File: src/rtl/fetch_fd_unit.sv
// Fetch stage and F/D pipeline register: PC, delay-slot redirect, hazard stall
// freeze and a saturating count of stalled cycles.
module fetch_fd_unit #(
  parameter logic [31:0] PC_RESET = 32'h0000_3000,
  parameter int          CNT_W    = 16
) (
  input  logic             clk,
  input  logic             reset,
  input  logic             putoff,
  input  logic             D_jump_en,
  input  logic [31:0]      D_jump_target,
  input  logic [31:0]      F_instr_in,
  output logic [31:0]      F_pc,
  output logic [31:0]      D_instr,
  output logic [31:0]      D_pc,
  output logic [CNT_W-1:0] stall_cnt
);

  logic [31:0] pc;
  logic [31:0] pc_nxt;

  assign F_pc = pc;

  // The instruction at F always enters D, even on a taken redirect (delay slot).
  always_comb begin
    pc_nxt = pc + 32'd4;
    if (D_jump_en) pc_nxt = {D_jump_target[31:2], 2'b00};
  end

  always_ff @(posedge clk) begin
    if (reset) begin
      pc        <= PC_RESET;
      D_instr   <= 32'h0;
      D_pc      <= 32'h0;
      stall_cnt <= '0;
    end else begin
      if (!putoff) begin
        pc      <= pc_nxt;
        D_instr <= F_instr_in;
        D_pc    <= pc;
      end
      if (putoff && (stall_cnt != {CNT_W{1'b1}}))
        stall_cnt <= stall_cnt + CNT_W'(1);
    end
  end

endmodule

File: config.mk
export PLATFORM = sky130hd
export DESIGN_NAME = fetch_fd_unit
export DESIGN_NICKNAME = d
export VERILOG_FILES = /design/src/rtl/fetch_fd_unit.sv
export SDC_FILE = /design/constraint.sdc
export NUM_CORES = 1
export LEC_CHECK = 0
export BUFFER_PORTS_ARGS = -buffer_cell sky130_fd_sc_hd__buf_2
export CELL_PAD_IN_SITES_DETAIL_PLACEMENT = 2
export CELL_PAD_IN_SITES_GLOBAL_PLACEMENT = 2
export CORE_MARGIN = 2
export CORE_UTILIZATION = 30
export CTS_BUF_LIST = sky130_fd_sc_hd__clkbuf_2 sky130_fd_sc_hd__clkbuf_4 sky130_fd_sc_hd__clkbuf_8
export DETAILED_ROUTE_END_ITERATION = 8
export PLACE_DENSITY_LB_ADDON = 0.1
export SYNTH_ARGS = -nofsm -noshare
export SYNTH_HDL_FRONTEND = slang
export SYNTH_SLANG_ARGS = --single-unit
File: constraint.sdc
create_clock -name clk -period 4.3 [get_ports clk]
set_clock_uncertainty 0.15 [all_clocks]
set_input_delay 0.645 -clock clk [delete_from_list [all_inputs] [get_ports clk]]
set_output_delay 0.645 -clock clk [all_outputs]
set_load 0.05 [all_outputs]
### Word-level counts from Yosys, hierarchy flattened

Index checks and enable logic that the tools add are counted.

| operators by class | value |
|---|---|
| reduce and logical (&&, ||, !) cells | 1 |
| eq/ne operators | 1 |
| $add $sub $neg | 2 |
| mux-type cells | 1 |

Operator list:

| kind | count |
|---|---|
| $add A32 B3 Y32 const B | 1 |
| $mux W32 | 1 |
| $add A16 B1 Y16 const B | 1 |
| $ne A16 B16 Y1 const B | 1 |
| $logic_and A1 B1 Y1 | 1 |

| word-level totals | value |
|---|---|
| input bits | 68 |
| flip-flop bits (word level) | 112 |

### Logic depth before layout (Yosys ltp)

| logic depth | value |
|---|---|
| depth in word-level cells | 2 |
| depth in mapped cells | 7 |

### Least setup slack after synthesis

No wires, ideal clock.

| timing | value |
|---|---|
| kind | flip-flop to flip-flop |
| from | reg pc[2], in the netlist F_pc[2] |
| to | reg pc[30], in the netlist F_pc[30] |
| arrival time | 2.355 ns |
| required time | 4.076 ns |
| period minus slack after synthesis | 2.579 ns |
| stages on the path, launching flop included | 7 |
| buffers on the path | 0 |
| setup slack | 1.721 ns |
| setup time | 0.074 ns |
| path through | dfxtp_1 > ha_1 > nand3_4 > nor4_4 > nand3_2 > or4_1 > a31oi_1 |

| between the ends | value |
|---|---|
| longest elaborated chain between the ends | 2 |

Ends and longest elaborated chain:

| item | line | RTL |
|---|---|---|
| start: declaration | 19 | `logic [31:0] pc;` |
| start signal: assignment | 38 | `pc <= pc_nxt;` |
| $add A32 B3 Y32 | 26 | `pc_nxt = pc + 32'd4;` |
| $mux W32 | 27 | `if (D_jump_en) pc_nxt = {D_jump_target[31:2], 2'b00};` |

Every way passes these cells.
A chain may end at the register's enable or synchronous reset.

### Final worst setup path

Ends and elaborated chain as after synthesis.

==> run summary <==
The flow ran to the end, and the final reports show no timing, DRC or antenna violations. The async set or reset register ratio after synthesis is 0. The netlist uses 52 different library cells.

The data arrival time of the critical path is 2.74 ns, and the final-report setup violation count is 0. The shortest period the worst path allows was 2.57 ns. sky130_fd_sc_hd__dfxtp_1 takes more of the synthesized area than any other cell.

Floorplan core area: 0.0158 mm². The logs give 0.437 for the worst relative slew slack and 4956 for the via count of the first global-routing pass. The run gives 0.0172 mm² as the total die area. For the netlist area before placement, the log shows 0.00484 mm².

For this design, the CTS-stage hold fixing added 0 buffers. The final antenna-violating net count was 0. In this run, CTS created clock tree buffers numbering 9.

The number of placement rows is 46. Measured along the y axis, the die boundary spans 131 µm. For this run, the leading register cell type out of synthesis is sky130_fd_sc_hd__dfxtp_1.

For the worst setup path, the data required time is 4.47 ns. The total iterations of the first detailed-routing run is 4, and the final max-slew violation count is 0. By startpoint and endpoint, the worst setup path is classified as reg2reg. For the deepest clock path buffer count, the log shows 2. The share of the synthesized area in compound gates (AO/OA/AOI/OAI) came out at 0.126.

The first global-routing pass estimated 25600 µm of wire. The overall via count from detail_route came out at 4700. For the global-route total usage across every layer, the log shows 0.191. Counting flops with a built-in enable in the synthesized netlist gives 0. The tools report the initial standard-cell utilization of the core as 0.306.

IR analysis of the VDD net gives a maximum drop of 0.137 mV. The number of setup buffers added after CTS is 0. Proportion of layout cells with a drive suffix above 1: 0.292. After clock tree synthesis, the repair step resized 0 gates.

Global routing finished with a remaining overflow of 0. Synthesis produced a netlist whose cell count is 546. The analysis attributes to cell leakage a power of 2.81 nW. The dominant combinational cell family by area after synthesis is simple AND/OR/NAND/NOR gates. Across the run, the number of max-cap violations was 0.

Maximum number of pins on one net before global-route repair: 75. The layout-stage area growth over the synthesis result was 26.3%; the total number of clock tree sinks was 108. After the first detailed-routing iteration, the DRC count stood at 180.

The run gives 0 as the number of antenna violations at the first check in global routing. At the pin with the least slew margin, the transition time is 0.845 ns. The simple-gate area share of the yosys netlist is 0.218. The routed length per instance was 17.7 µm; the average via count per standard cell was 5.10.

The post-route core utilization was 0.386. The final worst-path cycle share came out at 0.597. For this design the top-level I/O count stands at 180.

The count of buffers added on input and output ports is 173. The adder and majority gate portion of the synthesized area is 0.00517, and the synthesized area divided by synthesized cell count is 8.86 µm². XOR/XNOR share of the synthesized area: 0.0253. In the post-synthesis netlist, the biggest area contributors are sky130_fd_sc_hd__dfxtp_1 (45%), sky130_fd_sc_hd__mux2i_1 (14%), sky130_fd_sc_hd__nor2_1 (8.3%).

Counting flops and latches in the post-synthesis netlist gives 108. The area share of the largest cell type after synthesis is 0.447, and the number of nets in the finished design is 770. Power spread over the standard cell area amounts to 374 mW/mm². Clock-pin slew was measured on the worst setup and hold paths at 0.11 ns. Setup repair after global routing left no endpoint under its margin.

The CTS root buffer is sky130_fd_sc_hd__clkbuf_8. At the later pin of the worst-skew pair, clock insertion delay measures 0.39 ns. TritonCTS built the clock tree. The die span in x was 131 µm; the placed wire-length estimate after detailed placement was 11500 µm. Most frequent cell after synthesis: sky130_fd_sc_hd__dfxtp_1. The startpoint type of the worst setup path was a flop.

DRC violation count after routing: 0. Peak fanout along the critical path: 8. The layout has 1821 filler cells. The hold violation count in the final report is 0, and the routed wire length is 16300 µm. The upper clock frequency limit is 389 MHz, and the number of levels the H-tree was split into is 3.

By count the netlist is led by sky130_fd_sc_hd__dfxtp_1 (108), sky130_fd_sc_hd__nor2_1 (107), sky130_fd_sc_hd__mux2i_1 (66). STA classifies the critical path endpoint as a flop. Yosys printed 0 warnings.

For the share of the yosys chip area belonging to registers, the log shows 0.447. After routing, the total negative slack on setup checks comes to 0 ns. The share of synthesized area spent on multiplexers was 0.137.

The run gives 0.738 as the routability congestion estimate from global placement. The type of the most critical hold path is in2reg.
==> power breakdown <==
group | switching, mW | internal [mW]
Sequential | 0.0469 | 1.05
Clock | 0.377 | 0.403
Combinational | 0.298 | 0.116
Total | 0.722 | 1.57
==> path summary, 6_finish.rpt <==
kind	to	from	slack (ns)	cells after the start
min reg2reg	D_pc[17]$_SDFFE_PP0N_	D_pc[17]$_SDFFE_PP0N_	0.34	2
max	F_pc[30]$_SDFFE_PP0N_	F_pc[2]$_SDFFE_PP0N_	1.73	6
min	D_instr[17]$_SDFFE_PP0N_	F_instr_in[17]	0.33	3
max reg2reg	F_pc[30]$_SDFFE_PP0N_	F_pc[2]$_SDFFE_PP0N_	1.73	6
==> layout by cell type (no fill, tap or decap), types with 11 or more instances in the layout <==
master	instances
sky130_fd_sc_hd__buf_2	171
sky130_fd_sc_hd__dfxtp_1	108
sky130_fd_sc_hd__nor2_1	107
sky130_fd_sc_hd__mux2i_1	66
sky130_fd_sc_hd__a21oi_1	28
sky130_fd_sc_hd__nand2_1	20
sky130_fd_sc_hd__nand4_1	18
sky130_fd_sc_hd__nand3_1	18
sky130_fd_sc_hd__o21ai_0	14
sky130_fd_sc_hd__xor2_1	13
sky130_fd_sc_hd__a22oi_1	11
==> metrics by stage <==
stage	instances	total power, mW	setup WS [ns]	hold WS [ns]	area (µm²)
final	922	2.29	1.73	0.335	6110
after global routing	921	2.40	1.52	0.330	6110
after CTS	921	2.32	1.69	0.313	6110
after detailed placement	905	1.54	1.65	0.312	5860
after global placement	905	1.52	1.72	0.308	5860
after floorplan	549	1.41	1.72	0.545	4850
==> sequential cells by signal (all words and copies together) (netlist names) <==
| register | flops |
|---|---|
| D_pc | 30 |
| stall_cnt | 16 |
| F_pc | 30 |
| D_instr | 32 |
==> cell type report <==
| cell class | count | area (µm²) | area share |
|---|---|---|---|
| clock buffer | 10 | 138 | 0.0225 |
| tap | 216 | 270 | 0.0442 |
| antenna | 1 | 2.50 | 0.000410 |
| sequential | 108 | 2160 | 0.354 |
| multi-input combinational | 394 | 2490 | 0.407 |
| inverter | 9 | 33.8 | 0.00553 |
| timing repair buffer | 178 | 908 | 0.149 |
| clock inverter | 6 | 109 | 0.0178 |
==> kinds of logic (layout without fill, tap and decap cells) <==
kind of cell / count (synthesis) / in the layout
XOR/XNOR: 14 / 14
multiplexers: 66 / 66
AND/OR/NAND/NOR: 212 / 212
other: 1 / 5
adder cells (fa/ha/maj): 2 / 2
AO/OA/AOI/OAI: 96 / 96
buffers and inverters: 47 / 203
flip-flops: 108 / 108
==> critical path, cell delays in order, from the launching register on <==
cell	delay [ns]
sky130_fd_sc_hd__dfxtp_1	0.48
sky130_fd_sc_hd__ha_1	0.32
sky130_fd_sc_hd__nand3_4	0.15
sky130_fd_sc_hd__nor4_4	0.50
sky130_fd_sc_hd__nand3_2	0.19
sky130_fd_sc_hd__or4_1	0.55
sky130_fd_sc_hd__a31oi_1	0.17
==> routing by layer <==
metal	up-vias	track usage	share of wire
li1	2242	-	-
met2	113	0.336	0.50
met5	-	0	0
met1	2329	0.229	0.43
met3	16	0.0460	0.060
met4	0	0.0651	0.016
Note: power is estimated with default switching activity, not from simulation.
